`config.mk`:
```
export PLATFORM = sky130hd
export DESIGN_NAME = uart_tx_feeder
export DESIGN_NICKNAME = d
export VERILOG_FILES = /design/src/rtl/uart_pkg.sv /design/src/rtl/sync_fifo.sv /design/src/rtl/uart_tx_feeder.sv
export SDC_FILE = /design/constraint.sdc
export NUM_CORES = 1
export LEC_CHECK = 0
export ABC_AREA = 1
export BUFFER_PORTS_ARGS = -buffer_cell sky130_fd_sc_hd__buf_2
export CORE_UTILIZATION = 30
export DETAILED_ROUTE_END_ITERATION = 10
export MAX_ROUTING_LAYER = met4
export PLACE_DENSITY_LB_ADDON = 0.3
export SYNTH_ARGS = -nofsm -noshare
export SYNTH_HDL_FRONTEND = slang
export SYNTH_HIERARCHICAL = 1
export SYNTH_SLANG_ARGS = --single-unit
```
`constraint.sdc`:
```
create_clock -name clk -period 2.8 [get_ports clk]
set_input_delay 0.42 -clock clk [delete_from_list [all_inputs] [get_ports clk]]
set_output_delay 0.42 -clock clk [all_outputs]
set_load 0.03 [all_outputs]
```
`src/rtl/uart_pkg.sv`:
```
// Shared types and constants for the UART transmit feeder.
package uart_pkg;

   typedef logic [7:0] byte_t;

   typedef enum logic [1:0] {
      IDLE,
      START,
      WAIT_BUSY,
      WAIT_DONE
   } tx_feed_state_t;

   // Cycles the feeder waits for the transmitter to raise busy after a launch.
   localparam int BUSY_TIMEOUT = 4;

endpackage

```
`src/rtl/sync_fifo.sv`:
```
// Single-clock FIFO with registered full/empty flags and an explicit occupancy counter.
module sync_fifo #(
   parameter int DEPTH = 16,
   parameter int WIDTH = 8,
   localparam int AW = $clog2(DEPTH)
) (
   input  logic             clk,
   input  logic             rst,
   input  logic             wr_en,
   input  logic [WIDTH-1:0] wr_data,
   input  logic             rd_en,
   output logic [WIDTH-1:0] rd_data,
   output logic             full,
   output logic             empty,
   output logic [AW:0]      level
);

   logic [WIDTH-1:0] mem [DEPTH];
   logic [AW-1:0]    wr_ptr;
   logic [AW-1:0]    rd_ptr;
   logic [AW:0]      level_next;
   logic             wr_ok;
   logic             rd_ok;

   assign wr_ok   = wr_en && !full;
   assign rd_ok   = rd_en && !empty;
   assign rd_data = mem[rd_ptr];

   // Storage is deliberately left out of reset.
   always_ff @(posedge clk) begin
      if (wr_ok) begin
         mem[wr_ptr] <= wr_data;
      end
   end

   always_comb begin
      level_next = level;
      case ({wr_ok, rd_ok})
         2'b10:   level_next = level + (AW+1)'(1);
         2'b01:   level_next = level - (AW+1)'(1);
         default: level_next = level;
      endcase
   end

   // Occupancy is counted directly; pointers only address the array and wrap freely.
   always_ff @(posedge clk) begin
      if (rst) begin
         wr_ptr <= '0;
         rd_ptr <= '0;
         level  <= '0;
         full   <= 1'b0;
         empty  <= 1'b1;
      end else begin
         if (wr_ok) begin
            wr_ptr <= wr_ptr + AW'(1);
         end
         if (rd_ok) begin
            rd_ptr <= rd_ptr + AW'(1);
         end
         level <= level_next;
         full  <= (level_next == (AW+1)'(DEPTH));
         empty <= (level_next == '0);
      end
   end

endmodule

```
`src/rtl/uart_tx_feeder.sv`:
```
// Buffers host bytes and launches them one at a time into a UART transmitter, paced by its busy flag.
module uart_tx_feeder
   import uart_pkg::*;
#(
   parameter int DEPTH = 16,
   localparam int AW = $clog2(DEPTH)
) (
   input  logic        clk,
   input  logic        rst,
   input  byte_t       wr_data,
   input  logic        wr_en,
   output logic        full,
   output logic        empty,
   output logic [AW:0] level,
   output logic        overflow,
   input  logic        ovf_clr,
   output logic        tx_start,
   output byte_t       tx_data,
   input  logic        tx_busy
);

   localparam int CW = $clog2(BUSY_TIMEOUT + 1);
   localparam logic [CW-1:0] CNT_LAST = CW'(BUSY_TIMEOUT - 1);

   tx_feed_state_t state;
   tx_feed_state_t state_next;
   logic           pop;
   byte_t          fifo_rd_data;
   logic [CW-1:0]  busy_cnt;

   sync_fifo #(
      .DEPTH (DEPTH),
      .WIDTH (8)
   ) u_fifo (
      .clk     (clk),
      .rst     (rst),
      .wr_en   (wr_en),
      .wr_data (wr_data),
      .rd_en   (pop),
      .rd_data (fifo_rd_data),
      .full    (full),
      .empty   (empty),
      .level   (level)
   );

   // A launch only leaves IDLE once the transmitter is quiet, which also covers a frame still running across reset.
   always_comb begin
      state_next = state;
      pop        = 1'b0;
      case (state)
         IDLE: begin
            if (!empty && !tx_busy) begin
               pop        = 1'b1;
               state_next = START;
            end
         end
         START: begin
            state_next = WAIT_BUSY;
         end
         WAIT_BUSY: begin
            if (tx_busy) begin
               state_next = WAIT_DONE;
            end else if (busy_cnt == CNT_LAST) begin
               state_next = IDLE;
            end
         end
         WAIT_DONE: begin
            if (!tx_busy) begin
               state_next = IDLE;
            end
         end
         default: begin
            state_next = IDLE;
         end
      endcase
   end

   always_ff @(posedge clk) begin
      if (rst) begin
         state    <= IDLE;
         tx_start <= 1'b0;
         tx_data  <= '0;
         busy_cnt <= '0;
      end else begin
         state    <= state_next;
         tx_start <= (state_next == START);
         if (pop) begin
            tx_data <= fifo_rd_data;
         end
         busy_cnt <= (state == WAIT_BUSY) ? busy_cnt + CW'(1) : '0;
      end
   end

   // A lost write outranks a clear arriving in the same cycle.
   always_ff @(posedge clk) begin
      if (rst) begin
         overflow <= 1'b0;
      end else if (wr_en && full) begin
         overflow <= 1'b1;
      end else if (ovf_clr) begin
         overflow <= 1'b0;
      end
   end

endmodule
```
==> flow_summary.ini, run 1 <==
[timing]
slew_headroom_pct = 39.0
finalCriticalPeriod_ns = 2.31
slew_violations = 0
tightestPinTransition_ns = 0.911
finalHoldViolations = 0
rsz0062_at_grt = false
post-route-period-util_pct = 82.4
clock_skew_ns = 0.00930
max_freq_mhz = 433
finalSetupTns_ns = 0
setup_violations = 0

[outcome]
status = finished clean

[die]
die_y_um = 153
boundaryPins = 30
initial_core_util_pct = 30.5
dieArea_mm2 = 0.0235
coreArea_mm2 = 0.0226
fp.dieW_um = 153
row_count = 55

[power]
leakagePower_uw = 0.00283
combPwrFrac_pct = 11.2
vdd_drop_max_uv = 380
power.switching_uw = 1360
pwr-share-clk_pct = 39.0
power_density_mw_per_mm2 = 698
p_int_uw = 4160
swShare_pct = 24.6
seqPwrFrac_pct = 49.7

[worst_setup_path]
cp.required_ns = 3.16
r2r_slack_ns = 0.49
cp-startpoint = u_fifo/empty
cp-end-kind = register
startpoint_type = register
r2r-start = u_fifo/empty
critical_path_class = reg2reg
cp.arrival_ns = 2.67
critPathMaxFanout = 12

[route]
wire_per_inst_um = 15.7
drc_errors = 0
drt-pass1-iter-count = 4
drt-initial-drc-count = 226
wl_um = 14400
vias_per_cell = 4.71
dr_total_vias = 4306
ant_nets = 0

[hold_path]
min_from = ovf_clr
min_path_type = in2reg

[finish]
layoutNonFillerInstCount = 914
final_common_cell = edfxtp_1
fillers = 2189
nNetsFinal = 638
antennaDiodeCount = 0
area_growth_pct = 14.9
layout_common_cells = 128 x edfxtp_1, 73 x inv_1, 49 x nand2_1, 42 x nor2_1, 42 x a21oi_1
layout-drive-gt1-share_pct = 17.3

[cts]
cts_resized = 0
cts.root.buffer_cell = clkbuf_16
cts_tree = done
cts_max_path_buffers = 2
htreeDepth = 4
post_cts_buffers = 0
cts.sinks = 162
clk_latency_ns = 0.42
cts_inserted_buffers = 17
clk_pin_slew_ns = 0.06
hold_buffers = 0

[logic_synthesis]
syn_area_mm2 = 0.00688
synthesis.nets = 600
synthDistinctLibCells = 31
ys_seq_area_share_pct = 65.8
syn_area_per_cell_um2 = 11.9
synth_seq_cells = 162
yosysWarnings = 6
postSynthCellCount = 578

[global_routing]
grt_usage_pct = 13.4
overflow = 0
grt_max_degree = 59
grt_pass1_vias = 4350
antenna_found_initial = 0
grt_pass1_wl_um = 23000

[placement]
port-buffer-count = 29
gp_congestion = 0.788
dp.cells = 882
dp_hpwl_um = 9390

[run]
cap_viol_max_count = 0
==> sequential cells by signal (all words and copies together), names as in the netlist, 2 cells and up, named ones only <==
signal,cells
u_fifo/rd_ptr,4
tx_data,8
u_fifo/wr_ptr,4
u_fifo/mem,128
state,2
u_fifo/level,5
busy_cnt,3
==> critical path, stage by stage (launching register included) <==
cell and delay (ns):
dfxtp_1 0.36, nor2_4 0.16, nand2_4 0.07, inv_1 0.05, inv_1 0.05, nor2_4 0.28
nand2_2 0.13, nand2_1 0.10, nand2_1 0.06, inv_2 0.06, ha_1 0.13, inv_1 0.04
nand2_1 0.10, nand3_2 0.12, nand3_1 0.10, o21ai_1 0.08, nor2_1 0.12, nand3_2 0.12
o21bai_2 0.11
==> cells by family after synthesis <==
kind of cell               Yosys count  share of synthesized area (%)
AOI/OAI and AO/OA                  127                           11.0
xor gates and xnor gates             1                          0.127
adders and majority gates            9                           1.64
buffers and inverters              102                           6.69
DFF                                162                           65.8
muxes                               32                           4.66
and+or+nand+nor                    145                           10.1
==> per-stage QoR <==
step                      area [µm²]  power (µW)  utilization [%]  hold slack (ns)  worst slack [ns]
after CTS                       7900        5580             35.0            0.224             0.494
after detailed placement        7340        3420             32.5            0.419             0.365
after global routing            7900        5750             35.0            0.246             0.267
final                           7900        5520             35.0            0.244             0.492
after global placement          7340        3410             32.5            0.407             0.473
after floorplan                 6880        3260                -            0.399             0.473
==> synthesized netlist by cell type (all sizes together) <==
| library cell | count | area (µm²) |
|---|---|---|
| edfxtp | 128 | 3840 |
| inv | 75 | 282 |
| nand2 | 57 | 244 |
| a21oi | 51 | 289 |
| nor2 | 48 | 210 |
| o21ai | 43 | 219 |
| nand3 | 35 | 205 |
| dfxtp | 34 | 681 |
| mux2i | 32 | 320 |
| o211ai | 32 | 240 |
| buf | 14 | 130 |
| clkbuf | 12 | 45.0 |
| ha | 9 | 113 |
| nor3 | 3 | 15.0 |
| and3 | 1 | 6.26 |
| clkinv | 1 | 3.75 |
| nand4 | 1 | 12.5 |
| o21bai | 1 | 11.3 |
| xor2 | 1 | 8.76 |
==> final cells by class <==
class | instances | area (µm²) | area share [%]
timing repair buffer | 45 | 278 | 3.51
clock buffer | 23 | 512 | 6.47
inverter | 76 | 285 | 3.61
clock inverter | 9 | 50.0 | 0.633
tap | 285 | 357 | 4.51
sequential | 162 | 4530 | 57.3
multi-input combinational | 314 | 1890 | 24.0
==> worst paths after layout <==
check / endpoint / cells after the start
max: u_fifo/empty / 18
min: overflow / 4
max reg2reg: u_fifo/empty / 18
min reg2reg: busy_cnt[0] / 1
==> power by group through the flow <==
| stage | Clock (µW) | Combinational (µW) | Sequential (µW) |
|---|---|---|---|
| final | 2150 | 620 | 2740 |
| after global routing | 2310 | 692 | 2760 |
| after CTS | 2210 | 628 | 2750 |
| after detailed placement | 0 | 625 | 2800 |
| after global placement | 0 | 612 | 2790 |
| after floorplan | 0 | 441 | 2820 |
==> layer usage <==
| layer | GRT usage [%] | up-vias | part of all wire [%] |
|---|---|---|---|
| li1 | - | 2099 | - |
| met1 | 15.0 | 2126 | 44 |
| met2 | 23.3 | 65 | 51 |
| met3 | 3.54 | 16 | 3.3 |
| met4 | 4.14 | 0 | 1.2 |
| met5 | - | - | 0 |
Note: power is estimated with default switching activity, not from simulation.
==> run 2, diff against run 1 <==
--- a/config.mk
+++ b/config.mk
@@ -5,7 +5,7 @@
 export SDC_FILE = /design/constraint.sdc
 export NUM_CORES = 1
 export LEC_CHECK = 0
-export ABC_AREA = 1
+export ABC_AREA = 0
 export BUFFER_PORTS_ARGS = -buffer_cell sky130_fd_sc_hd__buf_2
 export CORE_UTILIZATION = 30
 export DETAILED_ROUTE_END_ITERATION = 10
==> constraint.sdc (replaced) <==
create_clock -name clk -period 2.1 [get_ports clk]
set_input_delay 0.315 -clock clk [delete_from_list [all_inputs] [get_ports clk]]
set_output_delay 0.315 -clock clk [all_outputs]
set_load 0.03 [all_outputs]
==> run 2 against run 1 <==
  * The run now ends with setup timing left
  * Die area down 6.0%
  * Global-route usage down 1.1 points
  * Critical path depth down 7
  * Utilization up 2.5 points
  * Maximum frequency down 14%
  * Total power up 29%
  * Worst hold slack worse by 0.088 ns
  * Clock power up 32%
  * Synthesized cell count down 37%
  * Critical path type unchanged
  * Largest power group unchanged
==> flow_summary.ini, run 2 <==
[die]
initial_core_util_pct = 30.6
boundaryPins = 30
dieArea_mm2 = 0.0221
fp.dieW_um = 149
row_count = 53
coreArea_mm2 = 0.0211
die_y_um = 149

[finish]
final_common_cell = edfxtp_1
largest_reg_flops = 128
top_register = u_fifo/mem
fillers = 1951
regArea_mm2 = 0.00453
top_regs = u_fifo/mem: 128 flops, tx_data: 8 flops, u_fifo/level: 5 flops
multi_input_area_mm2 = 0.00193
layout_common_cells = 128 x edfxtp_1, 40 x mux4_2, 38 x buf_4, 33 x nor2_1, 32 x dfxtp_1
nNetsFinal = 457
final_cell_area_mm2 = 0.00790
antennaDiodeCount = 0
layout-drive-gt1-share_pct = 37.3
area_growth_pct = 22.3

[timing]
setup_violations = 5
slew_violations = 0
slew_headroom_pct = 56.4
rsz0062_at_grt = true
worst_slack_ns = -0.581
post-route-period-util_pct = 128
finalSetupTns_ns = -1.81
finalHoldViolations = 0
tightestPinTransition_ns = 0.653
clock_skew_ns = 0.0133
finalCriticalPeriod_ns = 2.68
max_freq_mhz = 373

[logic_synthesis]
postSynthCellCount = 363
syn_area_per_cell_um2 = 17.8
synth_top_flop_cell = edfxtp_1
async_reset_ff_share_pct = 0
synth_largest_area_cell = edfxtp_1
ys_top_cells_by_count = 128 x edfxtp_1, 40 x mux4_2, 34 x dfxtp_1, 33 x nor2_1, 20 x nand2b_1
synth_edf_count = 128
syn_area_mm2 = 0.00646
synthDistinctLibCells = 42
synth_top_cell_area_share_pct = 59.5
synth_seq_cells = 162
yosysWarnings = 6
yosys-top-cells-area = edfxtp_1 59%, mux4_2 14%, dfxtp_1 11%
yosys.cell_count.top_type = edfxtp_1
synthesis.nets = 385
ys_seq_area_share_pct = 70.0

[global_routing]
grt_max_degree = 41
grt_usage_pct = 12.3
grt_pass1_wl_um = 19500
overflow = 0
antenna_found_initial = 0
grt_pass1_vias = 3513

[worst_setup_path]
crit_chain = or4_4 > clkinv_8 > nand2b_4 > clkinv_4 > nand2_8 > xnor2_4 > ha_4 > nor3b_4 > or3b_4 > a22oi_2 > nor4bb_2
critPathTopFamily = simple AND/OR/NAND/NOR gates
critPathMaxFanout = 2
cp.required_ns = 2.42
max_stage_delay_ns = 0.56
critPathBufInv = 2
cp-end-kind = register
cp.arrival_ns = 3.00
critical_path_class = reg2reg
startpoint_type = register
critPathSlowestCell = or4_4

[placement]
port-buffer-count = 29
gp_congestion = 0.769
placedInstanceArea_mm2 = 0.00717
dp_hpwl_um = 8320
place_ws_ns = -0.774

[route]
drt-initial-drc-count = 150
dr_total_vias = 3277
wire_per_inst_um = 17.1
vias_per_cell = 4.53
wl_um = 12400
drc_errors = 0
ant_nets = 0
drt-pass1-iter-count = 5

[cts]
cts_inserted_buffers = 17
cts_tree = done
clk_latency_ns = 0.42
cts.sinks = 162
htreeDepth = 4
clk_pin_slew_ns = 0.06
cts_max_path_buffers = 2
cts.root.buffer_cell = clkbuf_16
hold_buffers = 0

[run]
cap_viol_max_count = 0

[outcome]
status = finished with violations
failed_checks = setup timing

[power]
power_density_mw_per_mm2 = 898
leakagePower_uw = 0.00261
vdd_drop_max_uv = 563

[hold_path]
min_path_type = in2reg
[run 2: changes by cell type in the layout (fill, tap and decap cells not counted), moves of 20 or more]
cell / change
buf_4: +23
mux2i_1: -23
nand2b_1: +20
o211ai_1: -31
mux4_2: +40
a21oi_1: -36
nand3_1: -29
inv_1: -68
nand2_1: -37
o21ai_0: -33
[run 2: worst paths after layout]
| path | to | from | cells after the start | slack, ns |
|---|---|---|---|---|
| worst min-delay path | overflow | wr_en | 3 | 0.16 |
| worst max-delay path | u_fifo/full | u_fifo/empty | 11 | -0.58 |
| worst max register to register | u_fifo/full | u_fifo/empty | 11 | -0.58 |
| worst min register to register | busy_cnt[0] | busy_cnt[0] | 1 | 0.43 |
[run 2: layer usage]
layer | part of all wire (%) | GRT usage, %
met1 | 47 | 15.3
met2 | 48 | 19.3
met3 | 2.9 | 2.87
met4 | 1.4 | 4.90
met5 | 0 | -
[run 2: metrics by stage]
| stage | hold slack [ns] | util [%] | total power [µW] | std cells |
|---|---|---|---|---|
| finish | 0.156 | 37.5 | 7090 | 723 |
| global placement | 0.407 | 34.0 | 4220 | 682 |
| floorplan | 0.397 | - | 4040 | 363 |
| detailed placement | 0.423 | 34.0 | 4240 | 682 |
| global route | 0.153 | 37.5 | 7340 | 723 |
| CTS | 0.142 | 37.1 | 7120 | 718 |
[run 2: kinds of logic (layout without fill, tap and decap cells)]
kind of cell	after synthesis	after routing	share of synthesized area (%)
compound gates	19	19	2.09
simple gates	86	86	6.93
fa+ha+maj	9	9	1.74
xor+xnor	11	11	1.49
flops	162	162	70.0
mux	49	49	15.3
buf+inv	27	112	2.38
[run 2: power by group]
| group | switching (µW) | internal [µW] |
|---|---|---|
| sequential | 50.7 | 3530 |
| combinational | 357 | 321 |
| clock | 1210 | 1620 |
[run 2: cell type report]
cell class / count / area share [%]
Sequential cell: 162 / 57.3
Clock buffer: 18 / 5.43
Timing Repair Buffer: 72 / 6.43
Tap cell: 275 / 4.35
Multi-Input combinational cell: 174 / 24.4
Clock inverter: 14 / 1.41
Inverter: 8 / 0.633
[run 2: tightest hold or removal path, cell delays in order]
cell     delay (ns)
buf_2          0.10
nand2_1        0.05
a21oi_1        0.05
[run 2: timing repair]
item	in CTS	in global routing
buffers inserted	4	5
gates resized for setup	14	9
pin swaps	10	2
setup endpoints to repair	5	5
